==> src/rtl/tinyml_isa_pkg.sv <==
// Shared TinyML ISA definitions: opcode values, instruction field positions
// and the fetch sequencer state encoding.
package tinyml_isa_pkg;

  localparam logic [3:0] OP_ADD    = 4'h0;
  localparam logic [3:0] OP_SUB    = 4'h1;
  localparam logic [3:0] OP_AND    = 4'h2;
  localparam logic [3:0] OP_OR     = 4'h3;
  localparam logic [3:0] OP_XOR    = 4'h4;
  localparam logic [3:0] OP_LOADI  = 4'h5;
  localparam logic [3:0] OP_LOADHI = 4'h6;
  localparam logic [3:0] OP_MAC4   = 4'h8;

  // Field positions (msb/lsb)
  localparam int OPC_MSB = 31;
  localparam int OPC_LSB = 28;
  localparam int RD_MSB  = 27;
  localparam int RD_LSB  = 24;
  localparam int RS1_MSB = 23;
  localparam int RS1_LSB = 20;
  localparam int RS2_MSB = 19;
  localparam int RS2_LSB = 16;
  localparam int IMM_MSB = 15;
  localparam int IMM_LSB = 0;

  localparam int INSTR_BYTES = 4;

  typedef enum logic [1:0] {
    FS_IDLE  = 2'd0,
    FS_RUN   = 2'd1,
    FS_DRAIN = 2'd2,
    FS_DONE  = 2'd3
  } fetch_state_e;

  function automatic logic [3:0] opcode_of(input logic [31:0] instr);
    return instr[OPC_MSB:OPC_LSB];
  endfunction

endpackage

==> src/rtl/fetch_sequencer.sv <==
// Fetch sequencer: owns the PC, reads the combinational instruction ROM and
// registers each word into a one-entry buffer handed to decode over
// valid/ready.
// Ports:
//   clk, rst            clock, synchronous active-high reset
//   start, start_pc     begin fetching (IDLE only)
//   redirect_valid/_pc  branch redirect (RUN/DRAIN only)
//   imem_pc/imem_instr  ROM address out / word back (same cycle)
//   out_valid/ready     buffer handshake; out_instr/out_pc buffer contents
//   busy, done          activity flag / one-cycle completion pulse
//   fetch_count         saturating count of accepted instructions
module fetch_sequencer
  import tinyml_isa_pkg::*;
#(
  parameter int PROG_WORDS   = 16,
  parameter bit HALT_ON_ZERO = 1'b1,
  parameter int CNT_W        = 16
) (
  input  logic             clk,
  input  logic             rst,
  input  logic             start,
  input  logic [31:0]      start_pc,
  input  logic             redirect_valid,
  input  logic [31:0]      redirect_pc,
  output logic [31:0]      imem_pc,
  input  logic [31:0]      imem_instr,
  output logic             out_valid,
  input  logic             out_ready,
  output logic [31:0]      out_instr,
  output logic [31:0]      out_pc,
  output logic             busy,
  output logic             done,
  output logic [CNT_W-1:0] fetch_count
);

  localparam logic [31:0] PC_END = 32'(PROG_WORDS * INSTR_BYTES);
  localparam logic [31:0] PC_INC = 32'(INSTR_BYTES);

  fetch_state_e     state_q;
  logic [31:0]      pc_q, instr_q, opc_q;
  logic             vld_q, done_q;
  logic [CNT_W-1:0] cnt_q;

  logic hs, can_load, end_hit;

  assign hs       = vld_q & out_ready;
  assign can_load = ~vld_q | out_ready;
  // The ROM answers in the same cycle, so the end check can look at the word
  // at pc before deciding whether to capture it.
  assign end_hit  = (pc_q >= PC_END) | (HALT_ON_ZERO & (imem_instr == 32'h0));

  always_ff @(posedge clk) begin
    if (rst) begin
      state_q <= FS_IDLE;
      pc_q    <= '0;
      instr_q <= '0;
      opc_q   <= '0;
      vld_q   <= 1'b0;
      done_q  <= 1'b0;
      cnt_q   <= '0;
    end else begin
      done_q <= 1'b0;
      if (hs && !(&cnt_q)) cnt_q <= cnt_q + 1'b1;
      if (hs) vld_q <= 1'b0;
      case (state_q)
        FS_IDLE: begin
          if (start) begin
            pc_q    <= start_pc & ~32'h3;
            cnt_q   <= '0;
            state_q <= FS_RUN;
          end
        end
        FS_RUN, FS_DRAIN: begin
          if (redirect_valid) begin
            // Buffered word is wrong-path; a handshake this cycle still counts.
            pc_q    <= redirect_pc & ~32'h3;
            vld_q   <= 1'b0;
            state_q <= FS_RUN;
          end else if (state_q == FS_RUN) begin
            if (can_load) begin
              if (end_hit) begin
                state_q <= FS_DRAIN;
              end else begin
                instr_q <= imem_instr;
                opc_q   <= pc_q;
                vld_q   <= 1'b1;
                pc_q    <= pc_q + PC_INC;
              end
            end
          end else if (!vld_q) begin
            state_q <= FS_DONE;
            done_q  <= 1'b1;
          end
        end
        FS_DONE: state_q <= FS_IDLE;
        default: state_q <= FS_IDLE;
      endcase
    end
  end

  assign imem_pc     = pc_q;
  assign out_valid   = vld_q;
  assign out_instr   = instr_q;
  assign out_pc      = opc_q;
  assign busy        = (state_q != FS_IDLE);
  assign done        = done_q;
  assign fetch_count = cnt_q;

endmodule

==> config.mk <==
export PLATFORM = sky130hd
export DESIGN_NAME = fetch_sequencer
export DESIGN_NICKNAME = d
export VERILOG_FILES = /design/src/rtl/tinyml_isa_pkg.sv /design/src/rtl/fetch_sequencer.sv
export SDC_FILE = /design/constraint.sdc
export NUM_CORES = 1
export LEC_CHECK = 0
export CAP_MARGIN = 40
export CORE_ASPECT_RATIO = 0.75
export CORE_MARGIN = 2
export CORE_UTILIZATION = 40
export DETAILED_ROUTE_END_ITERATION = 12
export MAX_ROUTING_LAYER = met4
export PLACE_DENSITY = 0.78
export SLEW_MARGIN = 40
export SYNTH_ARGS = -nofsm -noshare
export SYNTH_HDL_FRONTEND = slang
export SYNTH_SLANG_ARGS = --single-unit
==> constraint.sdc <==
create_clock -name clk -period 2.3 [get_ports clk]
set_clock_uncertainty 0.05 [all_clocks]
set_input_delay 0.23 -clock clk [delete_from_list [all_inputs] [get_ports clk]]
set_output_delay 0.23 -clock clk [all_outputs]
set_load 0.005 [all_outputs]
Yosys cells after proc, flatten, opt, wreduce, memory -nomap -nowiden
Index checks and enable logic that the tools add are counted.
{"block": "totals", "reg_bits": 116, "latchBits": 0, "ram_bits": 0, "romBits": 0, "elab_cells": 62, "memories": 0}
{"block": "classes", "n_addsub": 2, "multipliers": 0, "n_div": 0, "order_cmp": 1, "eq_ne": 10, "shifts": 0, "mux": 23, "bitwise_logic": 7, "n_reduce_logical": 12}
{"operator": "$mux W32", "n": 5}
{"operator": "$pmux W32 S2", "n": 1}
{"operator": "$mux W16", "n": 3}
{"operator": "$add A32 B3 Y32 const B", "n": 1}
{"operator": "$ge A32 B7 Y1 const B", "n": 1}
{"operator": "$logic_not A32 Y1", "n": 1}
{"operator": "$add A16 B1 Y16 const B", "n": 1}
{"operator": "$reduce_and A16 Y1", "n": 1}
{"operator": "$mux W2", "n": 6}
{"operator": "$ne A4 B4 Y1 const B", "n": 3}
{"operator": "$reduce_and A5 Y1", "n": 2}
{"operator": "$ne A3 B3 Y1 const B", "n": 3}
{"operator": "$mux W1", "n": 7}
{"operator": "$pmux W2 S3", "n": 1}
{"operator": "$eq A2 B2 Y1 const B", "n": 2}
{"operator": "$not A1 Y1", "n": 4}
{"operator": "$reduce_and A4 Y1", "n": 1}
{"operator": "$reduce_bool A2 Y1", "n": 2}
{"operator": "$reduce_or A4 Y1", "n": 1}
{"operator": "$eq A2 B1 Y1 const B", "n": 1}
{"operator": "$logic_not A2 Y1", "n": 1}
{"operator": "$ne A2 B2 Y1 const B", "n": 1}
{"operator": "$or A1 B1 Y1", "n": 2}
{"operator": "$reduce_or A2 Y1", "n": 1}
{"operator": "other kinds (3)", "n": 3}

Longest topological paths before layout
Gate-level depths: netlist of the first run.
{"block": "depth", "word_depth": 7, "mapped_depth": 9}

Worst setup path after synthesis of the first run
No wires, ideal clock.
{"block": "synth_timing", "path_type": "register -> register", "start": "register state_q[0]", "end": "register opc_q[2] (netlist: out_pc[2])", "setup_time_ps": 128, "t_arrival_ps": 2002, "required_ps": 2122, "setup_slack_ps": 120, "path_stages_with_launch": 10, "path_buffers": 2, "cell_sequence": "dfxtp_1 inv_1 ha_1 and2b_1 nand3_1 a2111oi_4 buf_6 buf_12 mux2i_1 nor2_1"}
{"block": "synth_via", "elab_chain_len": 3, "word_cells_on_any_way": 4, "classes_between": "2 x eq/ne; 2 x reduce/logical"}
{"item": "from (decl)", "line_no": "fetch_sequencer.sv:39", "source": "fetch_state_e state_q;"}
{"item": "from (signal assigned)", "line_no": "fetch_sequencer.sv:54", "source": "state_q <= FS_IDLE;"}
{"item": "from (signal assigned)", "line_no": "fetch_sequencer.sv:70", "source": "state_q <= FS_RUN;"}
{"item": "from (signal assigned)", "line_no": "fetch_sequencer.sv:78", "source": "state_q <= FS_RUN;"}
{"item": "$eq A2 B1 Y1 / $eq A2 B2 Y1 (equally long branches)", "line_no": "fetch_sequencer.sv:65, fetch_sequencer.sv:79"}
{"item": "$reduce_or A2 Y1", "line_no": "fetch_sequencer.sv:65", "source": "case (state_q)"}
{"item": "$reduce_and A5 Y1 (no line) *"}
{"item": "to (signal assigned)", "line_no": "fetch_sequencer.sv:85", "source": "opc_q <= pc_q;"}
{"item": "to (decl)", "line_no": "fetch_sequencer.sv:40", "source": "logic [31:0] pc_q, instr_q, opc_q;"}
Every way passes the cells marked *; elsewhere a longest branch is shown, timed or not.
A chain may end at the register's enable or synchronous reset.

Worst setup path in the final report of the first run
{"block": "layout_timing", "start": "register pc_q[9] (netlist: imem_pc[9])", "end": "register instr_q[28] (netlist: out_instr[28])"}
{"block": "layout_via", "elab_chain_len": 4}
{"item": "from (decl)", "line_no": "fetch_sequencer.sv:40"}
{"item": "from (signal assigned)", "line_no": "fetch_sequencer.sv:68", "source": "pc_q <= start_pc & ~32'h3;"}
{"item": "from (signal assigned)", "line_no": "fetch_sequencer.sv:76", "source": "pc_q <= redirect_pc & ~32'h3;"}
{"item": "from (signal assigned)", "line_no": "fetch_sequencer.sv:87", "source": "pc_q <= pc_q + PC_INC;"}
{"item": "$ge A32 B7 Y1", "line_no": "fetch_sequencer.sv:50", "source": "assign end_hit = (pc_q >= PC_END) | (HALT_ON_ZERO & (imem_instr == 32'h0));"}
{"item": "$or A1 B1 Y1", "line_no": "fetch_sequencer.sv:50"}
{"item": "$not A1 Y1 (no line)"}
{"item": "$reduce_and A5 Y1 (no line)"}
{"item": "to (signal assigned)", "line_no": "fetch_sequencer.sv:84", "source": "instr_q <= imem_instr;"}
{"item": "to (decl)", "line_no": "fetch_sequencer.sv:40"}
No other way between the ends.

==> results by group, run 1 <==
Power
  • VDD IR max: ~0.00047 V
  • Pwr dens: 702.5 nW/µm²
  • Leakage power: 3.152 nW
  • Tot Pwr: 6.024 mW

STA
  • Setup violators final: 5
  • Slew margin rel.: 0.6289
  • Worst Tran Pin Value: approximately 0.55 ns
  • Fin. max-slew vios: 0
  • Setup ws final: -0.01703 ns
  • Fmax: 431.6 MHz
  • Final Critical Period: 2.317 ns
  • RSZ-0062 raised after global routing: yes
  • Fin crit share: 1.007
  • Final Hold Vio Count: 0

Die
  • Initial core utilization: 0.4139
  • I/O Pins: 216
  • Die ar.: 14570 µm²
  • Die span in x: 138.7 µm
  • Die Ht: 105.0 µm
  • Rows: 36
  • Core area: 13150 µm²

Min path
  • Hold path cells: 3
  • Hold Path Sink: imem_pc[7]
  • Worst hold-check path type: input pin to flop
  • Hold path startpoint: rst

Synth
  • Predominant post-synthesis flop cell: dfxtp_1
  • Netlist Area Pre-Place: between 5000 and 6000 µm²
  • Synth cell types: 65
  • Register area share after synthesis: 0.4119
  • Post-synth EDFFs: 0
  • Async S/R FF share, synth: 0
  • Cells after Synth: between 600 and 700
  • Yosys reg bits: approximately 110
  • Mean Syn Cell Area: just under 9 µm²
  • Syn. warnings: 0

Routing
  • Via Count: 5788
  • TritonRoute pass-1 iters: 5
  • Post-DRT Antenna Nets: 0
  • DR WL/cell: 18.55 µm
  • Initial DRC Count: 387
  • DRC Markers: 0
  • Vias per cell: between 5 and 6
  • Drt total wl: 19330 µm

GRT
  • GR peak layer: met2
  • Met3 Use GR: 0.05591
  • Remaining global-route overflow: 0
  • Vias in the first global route: 5796
  • Routing usage on met2: 0.4314
  • First-pass GRT wire length: 30130 µm
  • Overall Global Routing Usage: 0.2622
  • Largest net degree at the start of global routing: 33
  • Initial antenna violation count: 0
  • Met1 usage: 0.3327

Layout
  • Share of cells above drive strength 1: 0.1401
  • Most common cell after layout, fill and taps aside: clkdlybuf4s50_1
  • Area growth, synth to finish: 57.53%
  • Final instance area: 8576 µm²
  • Commonest non-fill, non-tap cells in the layout: 206 x clkdlybuf4s50_1, 111 x dfxtp_1, 67 x nor2_1, 67 x buf_4, 42 x mux2i_1
  • Ant diodes: 0
  • Non-Filler Instances: ~1000
  • Final #Nets: 975

Clocking
  • Num CTS Buffers: 9
  • Post-cts hold buffer count: 0
  • Clk sink count: 112
  • CTS max path bufs: 2
  • Worst-path clk slew: 0.07 ns
  • H-tree lvl count: 3
  • CTS tree: built
  • Root buffer cell: clkbuf_16
  • Clk_lat worst skew: 0.35 ns

Critical path
  • Crit path kind: flop to flop
  • CP endpoint kind: flop
  • FF-to-FF setup slack: -0.02 ns
  • Max FO, Critical Path: 10
  • CP most frequent cell: buf_4
  • FF-to-FF End: out_instr[28]
  • CP Data Arrival Time: 2.49 ns
  • CP max stage cell: a2111oi_4
  • Startpoint types: flop
  • Max incr delay on CP: 0.48 ns
  • CP cell instances: nor4_2 -> buf_4 -> nand4_1 -> a2111oi_4 -> buf_4 -> buf_12 -> mux2i_1 -> nor2_1
  • CP startpoint: imem_pc[9]
  • R2R Path Start: imem_pc[9]
  • Reg2Reg Depth: 8
  • CP required: 2.48 ns

Placed design
  • DP Area: between 8000 and 9000 µm²
  • # port buffers: 207
  • Final HPWL DP: 14730 µm
  • DP Cell Count: 1018
  • GP Congestion: between 0.8 and 0.9

Run status
  • Status: complete, but fails checks
  • Failing checks: negative setup slack

Run
  • Max cap viols: 0
[power breakdown]
part	internal (mW)	switching, mW
Sequential	2.07	0.144
Combinational	1.05	1.02
Clock	0.998	0.739
[synthesized netlist by cell type (4+ instances only)]
master | number | area share
a211oi_1 | 5 | 0.0069
a211oi_2 | 6 | 0.014
a21oi_1 | 21 | 0.019
a22oi_1 | 8 | 0.011
a31oi_1 | 5 | 0.0057
and2_1 | 29 | 0.033
and3_1 | 11 | 0.013
and4_1 | 8 | 0.013
buf_2 | 8 | 0.0074
buf_4 | 6 | 0.0083
clkbuf_1 | 23 | 0.016
dfxtp_1 | 112 | 0.41
ha_1 | 8 | 0.018
inv_1 | 17 | 0.012
mux2i_1 | 42 | 0.077
nand2_1 | 35 | 0.024
nand2b_1 | 5 | 0.0057
nand3_1 | 22 | 0.020
nand4_1 | 13 | 0.015
nor2_1 | 67 | 0.046
nor3_1 | 21 | 0.019
nor4_1 | 18 | 0.021
o211ai_1 | 7 | 0.0097
o21ai_0 | 16 | 0.015
o21ai_1 | 4 | 0.0037
o22ai_1 | 5 | 0.0057
o31ai_1 | 4 | 0.0055
o32ai_1 | 5 | 0.0080
or3_1 | 7 | 0.0080
xnor2_1 | 10 | 0.016
xor2_1 | 8 | 0.013
[per-stage QoR]
stage | hold slack (ns) | util | TNS (ns) | setup slack [ns]
2_1_floorplan | 0.3272 | - | 0 | 0.1202
3_3_place_gp | 0.3927 | 0.6145 | -4.598 | -0.1540
3_5_place_dp | 0.3941 | 0.6145 | -7.130 | -0.2022
4_1_cts | 0.2255 | 0.6436 | 0 | 0.01125
5_1_grt | 0.2393 | 0.6520 | -1.396 | -0.07441
6_report | 0.2276 | 0.6520 | -0.03352 | -0.01703
[critical path: cells and delay by family, from the launching register on]
kind,cells,cell delay (ns)
and+or+nand+nor,3,0.62
DFF,1,0.32
AOI/OAI and AO/OA,1,0.48
muxes,1,0.21
buffers and inverters,3,0.50
[routing by layer]
layer	wire, µm	part of all wire
met1	8346	0.43
met2	9144	0.47
met3	1447	0.075
met4	393	0.020
met5	0	0
[area by class of cell]
class	instances	area [µm²]
clock buffers	11	242.7
fillers	1070	4577
well taps	171	214.0
flip-flops and latches	112	2243
multi-input cells	440	2937
inverters	18	67.56
clock inverters	5	88.84
repair buffers	285	2783
[state kept, by name (all words and copies together) (netlist names)]
signal and cells:
done 1, fetch_count 16, imem_pc 30, out_instr 32, out_pc 30, out_valid 1, state_q 2
[timing repair]
action,4_1_cts,5_1_grt
setup buffers,3,3
gates cloned,0,2
pin swaps,1,4
setup endpoints to repair,40,45
gates resized for setup,4,10
[how the worst max path moves through the flow]
stage | to | depth (start not counted)
final | out_instr[28] | 8
after global routing | out_instr[28] | 8
after CTS | out_instr[10] | 8
after detailed placement | out_instr[28] | 8
after global placement | out_instr[16] | 8
after floorplan | out_pc[2] | 9
[cell families (layout without fill, tap and decap cells)]
family / after synthesis / in the layout / synth area share
AO/OA/AOI/OAI: 112 / 112 / 0.1528
XOR/XNOR: 18 / 18 / 0.02896
adder cells (fa/ha/maj): 8 / 8 / 0.01839
buffers and inverters: 60 / 319 / 0.05907
flip-flops: 112 / 112 / 0.4119
multiplexers: 42 / 42 / 0.07722
other: 1 / 4 / 0.0006888
AND/OR/NAND/NOR: 256 / 256 / 0.2510
(Power assumes the default switching activity.)
==> run 2: changes to the inputs <==
--- a/config.mk
+++ b/config.mk
@@ -12,6 +12,7 @@
 export DETAILED_ROUTE_END_ITERATION = 12
 export MAX_ROUTING_LAYER = met4
 export PLACE_DENSITY = 0.78
+export RECOVER_POWER = 100
 export SLEW_MARGIN = 40
 export SYNTH_ARGS = -nofsm -noshare
 export SYNTH_HDL_FRONTEND = slang
==> run 2 against run 1 <==
Against the previous run: the flow still finishes with violations (negative setup slack); largest cell class unchanged; worst setup slack better by 0.014 ns; via count increased by 0.22%; die area unchanged; flip-flop and latch count unchanged; core utilization unchanged; critical endpoint is now state_q[0]; first-iteration DRC count fell by 8.8%; count of clock-buffer cells in the layout stayed put; global-route usage unchanged; design area did not move; register-to-register slack about the same.
==> results by group, run 2 (synthesis results as in run 1) <==
Run status
  • Status: complete, but fails checks
  • Failing checks: negative setup slack

Critical path
  • Crit path kind: flop to flop
  • Buffers and inverters on the worst path: 3 (unchanged)
  • CP endpoint kind: flop
  • CP required: 2.48 ns (about the same)
  • CP Data Arrival Time: 2.49 ns (about the same)
  • CP max stage cell: a211oi_1
  • CP most frequent cell: buf_4
  • Cell family with most CP delay: compound AO/OA/AOI/OAI gates
  • Max incr delay on CP: 0.40 ns (-0.08 ns)
  • Max FO, Critical Path: 3 (-7)
  • CP cell instances: nor4_2 -> buf_4 -> nand4_1 -> buf_4 -> buf_4 -> a211oi_1 -> o21ai_0 -> mux2i_1
  • Startpoint types: flop

Layout
  • Register area: 2243 µm² (unchanged)
  • Post-layout util: 0.6520 (unchanged)
  • Ant diodes: 0 (unchanged)
  • Area growth, synth to finish: 57.53% (unchanged)
  • Final #Nets: 975 (unchanged)
  • # fillers: 1070 (unchanged)
  • Commonest non-fill, non-tap cells in the layout: 127 x clkdlybuf4s50_1, 111 x dfxtp_1, 79 x dlygate4sd3_1
  • Non-Filler Instances: 1042 (unchanged)
  • Most common cell after layout, fill and taps aside: clkdlybuf4s50_1
  • Share of cells above drive strength 1: 0.1401 (unchanged)
  • Max reg flops: 32 (unchanged)
  • Area of the multi-input gates: 2937 µm² (unchanged)

STA
  • Worst Tran Pin Value: 0.5550 ns (+0.003399 ns)
  • Fin. max-slew vios: 0 (unchanged)
  • Final Critical Period: 2.303 ns (-0.01365 ns)
  • Setup violators final: 2 (-3)
  • Final Hold Vio Count: 0 (unchanged)
  • Fin crit share: 1.001 (-0.005937)
  • Fin Hold WS: 0.2272 ns (-0.0003560 ns)
  • Slew margin rel.: 0.6266 (-0.002287)
  • Fmax: 434.1 MHz (+0.59%)
  • RSZ-0062 raised after global routing: yes
  • Setup ws final: -0.003374 ns (+0.01365 ns)

Routing
  • DR WL/cell: 18.61 µm (+0.32%)
  • Drt total wl: 19390 µm (+0.32%)
  • Post-DRT Antenna Nets: 0 (unchanged)
  • TritonRoute pass-1 iters: 5 (unchanged)
  • Vias per cell: 5.567 (+0.22%)
  • Initial DRC Count: 353 (-8.8%)
  • Via Count: 5801 (+0.22%)
  • DRC Markers: 0 (unchanged)

Clocking
  • Root buffer cell: clkbuf_16
  • Clk_lat worst skew: 0.35 ns (about the same)
  • Worst-path clk slew: 0.07 ns (about the same)
  • Clk sink count: 112 (unchanged)
  • Num CTS Buffers: 9 (unchanged)
  • H-tree lvl count: 3 (unchanged)
  • CTS tree: built
  • CTS max path bufs: 2 (unchanged)

Power
  • Leakage power: 3.434 nW (+8.9%)
  • Tot Pwr: 6.020 mW (about the same)
  • Pwr dens: 701.9 nW/µm² (about the same)
  • VDD IR max: 0.0004671 V (-0.54%)

GRT
  • Vias in the first global route: 5796 (unchanged)
  • Remaining global-route overflow: 0 (unchanged)
  • Overall Global Routing Usage: 0.2622 (unchanged)
  • Largest net degree at the start of global routing: 33 (unchanged)
  • Initial antenna violation count: 0 (unchanged)
  • First-pass GRT wire length: 30130 µm (unchanged)

Die
  • Die span in x: 138.7 µm (unchanged)
  • Die Ht: 105.0 µm (unchanged)
  • I/O Pins: 216 (unchanged)
  • Rows: 36 (unchanged)
  • Initial core utilization: 0.4139 (unchanged)
  • Die ar.: 14570 µm² (unchanged)
  • Core area: 13150 µm² (unchanged)

Placed design
  • DP Cell Count: 1018 (unchanged)
  • Final HPWL DP: 14730 µm (unchanged)
  • GP Congestion: 0.8899 (unchanged)
  • # port buffers: 207 (unchanged)

Run
  • Max cap viols: 0 (unchanged)

Min path
  • Worst hold-check path type: input pin to flop
[run 2: area by class of cell]
cell class	count	area share
Clock buffer	11	0.02830
Clock inverter	5	0.01036
Inverter	18	0.007879
Multi-Input combinational cell	440	0.3424
Sequential cell	112	0.2616
Tap cell	171	0.02495
Timing Repair Buffer	285	0.3245
[run 2: through the flow]
stage	setup TNS, ns	area [µm²]	setup slack (ns)
floorplan	0	5455	0.1202
global placement	-4.598	8083	-0.1540
detailed placement	-7.130	8083	-0.2022
CTS	0	8464	0.01125
global route	-1.396	8576	-0.07441
finish	-0.006604	8576	-0.003374
[run 2: metal layers]
layer  wire (µm)  track usage  vias to the layer above  share of wire
met3        1501      0.05591                       34          0.077
met4         320      0.06205                        0          0.017
met1        8388       0.3327                     2769           0.43
li1            -            -                     2717              -
met2        9183       0.4314                      281           0.47
met5           0            -                        -              0
[run 2: power by group]
group          switching [mW]  internal, mW
Sequential              0.144          2.07
Combinational            1.02          1.05
Clock                   0.736         0.998
Total                    1.90          4.12
[run 2: what timing repair did]
action,CTS,global route
resized for setup,4,10
pin swaps,1,4
hold buffers,0,0
gates cloned,0,2
setup endpoints to repair,40,45
buffers inserted,3,3
[run 2: worst paths after layout]
check | depth (start not counted) | endpoint | slack (ns) | start
hold / removal | 3 | imem_pc[7] | 0.23 | rst
setup / recovery | 8 | state_q[0] | -0.003 | imem_pc[9]
hold reg to reg | 1 | out_pc[26] | 0.41 | out_pc[26]
setup reg to reg | 8 | state_q[0] | -0.003 | imem_pc[9]
[run 2: worst reg2reg max path, cell delays in order, from the launching register on]
cell      delay, ns
dfxtp_1        0.32
nor4_2         0.34
buf_4          0.17
nand4_1        0.21
buf_4          0.22
buf_4          0.12
a211oi_1       0.40
o21ai_0        0.22
mux2i_1        0.15
==> run 3: changes to the inputs <==
--- a/config.mk
+++ b/config.mk
@@ -8,10 +8,10 @@
 export CAP_MARGIN = 40
 export CORE_ASPECT_RATIO = 0.75
 export CORE_MARGIN = 2
-export CORE_UTILIZATION = 40
+export CORE_UTILIZATION = 47
 export DETAILED_ROUTE_END_ITERATION = 12
 export MAX_ROUTING_LAYER = met4
-export PLACE_DENSITY = 0.78
+export PLACE_DENSITY = 0.86
 export RECOVER_POWER = 100
 export SLEW_MARGIN = 40
 export SYNTH_ARGS = -nofsm -noshare
==> constraint.sdc (replaced) <==
create_clock -name clk -period 2.72 [get_ports clk]
set_clock_uncertainty 0.05 [all_clocks]
set_input_delay 0.272 -clock clk [delete_from_list [all_inputs] [get_ports clk]]
set_output_delay 0.272 -clock clk [all_outputs]
set_load 0.005 [all_outputs]
==> run 3 against run 2 <==
Against the previous run: via count down 5.5%; the flow now finishes without violations; worst setup slack gained 0.19 ns; die area is 14% lower; sequential power shrank 12%; highest routed layer unchanged; cell count is 8.0% lower; combinational power decreased by 39%; core utilization up 3.9 points; largest power group unchanged; register-to-register slack better by 0.19 ns.
==> results by group, run 3 (synthesis results as in run 1) <==
Placed design
  • # port buffers: 207 (unchanged)
  • Pre-CTS WS: 0.1202 ns (+0.3223 ns)
  • GP Congestion: 0.9317 (+4.7%)
  • Final HPWL DP: 13050 µm (-11%)
  • DP Cell Count: 943 (-7.4%)

Clocking
  • Clk sink count: 112 (unchanged)
  • Post-CTS sizing: 0 (-4)
  • Root buffer cell: clkbuf_16
  • Num CTS Buffers: 9 (unchanged)
  • Clk_lat worst skew: 0.35 ns (about the same)
  • Worst-path clk slew: 0.07 ns (about the same)
  • Post-cts hold buffer count: 0 (unchanged)
  • CTS max path bufs: 2 (unchanged)
  • H-tree lvl count: 3 (unchanged)
  • Postcts setup bufs: 0 (-3)
  • CTS tree: built

Power
  • Pwr dens: 586.3 nW/µm² (-16%)
  • Leakage power: 3.148 nW (-8.3%)
  • VDD IR max: 0.0004012 V (-14%)
  • Tot Pwr: 4.636 mW (-23%)

STA
  • Worst Tran Pin Value: 0.7857 ns (+0.2307 ns)
  • Slew margin rel.: 0.4762 (-0.1504)
  • Final Critical Period: 2.537 ns (+0.2334 ns)
  • Final Hold Vio Count: 0 (unchanged)
  • Fin Setup TNS: 0 ns (+0.006604 ns)
  • Setup ws final: 0.1832 ns (+0.1866 ns)
  • Fin crit share: 0.9326 (-0.06883)
  • Fin. max-slew vios: 0 (unchanged)
  • Fmax: 394.2 MHz (-9.2%)
  • RSZ-0062 raised after global routing: no
  • Setup violators final: 0 (-2)

Min path
  • Worst hold-check path type: flop to flop
  • Hold path cells: 1 (-2)
  • Hold path startpoint: out_pc[10]
  • Hold Path Sink: out_pc[10]

Routing
  • TritonRoute pass-1 iters: 5 (unchanged)
  • Drt total wl: 17320 µm (-11%)
  • Via Count: 5484 (-5.5%)
  • Vias per cell: 5.718 (+2.7%)
  • Post-DRT Antenna Nets: 0 (unchanged)
  • DRC Markers: 0 (unchanged)
  • DR WL/cell: 18.06 µm (-2.9%)
  • Initial DRC Count: 381 (+7.9%)

Layout
  • Final #Nets: 919 (-5.7%)
  • Area growth, synth to finish: 45.23%
  • Area of the multi-input gates: 2878 µm² (-2.0%)
  • Most common cell after layout, fill and taps aside: dfxtp_1
  • Non-Filler Instances: 959 (-8.0%)
  • Post-layout util: 0.6909 (+0.03889)
  • Max reg flops: 32 (unchanged)
  • Commonest non-fill, non-tap cells in the layout: 112 x dfxtp_1, 109 x dlygate4sd3_1, 97 x clkdlybuf4s50_1
  • # fillers: 918 (-14%)
  • Share of cells above drive strength 1: 0.06503 (-0.07504)
  • Ant diodes: 0 (unchanged)
  • Register area: 2242 µm² (about the same)

Die
  • Initial core utilization: 0.4757 (+0.06182)
  • Die Ht: 97.21 µm (-7.5%)
  • I/O Pins: 216 (unchanged)
  • Core area: 11440 µm² (-13%)
  • Rows: 34 (-5.6%)
  • Die span in x: 128.3 µm (-7.5%)
  • Die ar.: 12470 µm² (-14%)

Critical path
  • CP max stage cell: dfxtp_1
  • Reg2Reg Depth: 8 (unchanged)
  • Startpoint types: flop
  • Max incr delay on CP: 0.42 ns (+0.02 ns)
  • FF-to-FF setup slack: 0.18 ns (+0.19 ns)
  • CP required: 2.92 ns (+0.44 ns)
  • CP Data Arrival Time: 2.73 ns (+0.24 ns)
  • CP cell instances: inv_1 -> ha_1 -> nor3b_1 -> nor3_1 -> o2111a_2 -> nor2_1 -> clkbuf_2 -> o32ai_1
  • R2R Path Start: state_q[0]
  • CP endpoint kind: flop
  • Max FO, Critical Path: 7 (+4)
  • Crit path kind: flop to flop
  • FF-to-FF End: imem_pc[31]

GRT
  • Overall Global Routing Usage: 0.2814 (+0.01919)
  • Initial antenna violation count: 0 (unchanged)
  • Vias in the first global route: 5468 (-5.7%)
  • Remaining global-route overflow: 0 (unchanged)
  • Largest net degree at the start of global routing: 70 (+110%)
  • First-pass GRT wire length: 27120 µm (-10%)

Run status
  • Status: finished clean

Run
  • Max cap viols: 0 (unchanged)
-- run 3: cell types whose count changed in the layout (fill, tap and decap cells not counted), moves of 4 or more --
| cell | change |
|---|---|
| dlygate4sd3_1 | +30 |
| clkbuf_2 | +4 |
| and2_1 | -5 |
| clkdlybuf4s50_1 | -30 |
| buf_12 | -6 |
| and2_0 | +5 |
| buf_4 | -55 |
-- run 3: routing by layer --
metal	GRT usage	wire length (µm)	vias up	share of wire
met5	-	0	-	0
met1	0.3560	7406	2624	0.43
met4	0.08115	258	0	0.015
li1	-	-	2607	-
met3	0.04736	1210	21	0.070
met2	0.4640	8448	232	0.49
-- run 3: worst max path at each step --
stage / startpoint / endpoint / slack, ns / cells past startpoint
after floorplan: state_q[0] / out_pc[2] / 0.54 / 9
after global placement: imem_instr[15] / imem_pc[26] / 0.19 / 7
final: state_q[0] / imem_pc[31] / 0.18 / 8
after CTS: state_q[0] / imem_pc[31] / 0.19 / 8
after global routing: state_q[0] / imem_pc[14] / 0.008 / 8
after detailed placement: imem_instr[15] / imem_pc[25] / 0.12 / 7
-- run 3: critical path: cells and delay by family, from the launching register on --
family | cells | cell delay, ns
adder cells (fa/ha/maj) | 1 | 0.41
flip-flops | 1 | 0.42
buffers and inverters | 2 | 0.28
AO/OA/AOI/OAI | 2 | 0.69
AND/OR/NAND/NOR | 3 | 0.59
-- run 3: per-stage QoR --
stage | cell area [µm²] | hold WS (ns)
2_1_floorplan | 5455 | 0.3692
3_3_place_gp | 7639 | 0.3911
3_5_place_dp | 7639 | 0.3935
4_1_cts | 7958 | 0.4140
5_1_grt | 7906 | 0.4203
6_report | 7906 | 0.4049
-- run 3: layout make-up --
class,instances,area share
Clock buffer,9,0.02849
Sequential cell,112,0.2836
Tap cell,144,0.02279
Timing Repair Buffer,229,0.2807
Multi-Input combinational cell,440,0.3640
Clock inverter,7,0.01187
Inverter,18,0.008546
-- run 3: where the power goes --
group / internal [mW] / total, mW / switching, mW
logic: 0.602 / 1.27 / 0.664
clock network: 0.808 / 1.42 / 0.610
registers: 1.75 / 1.95 / 0.200
total: 3.16 / 4.64 / 1.47
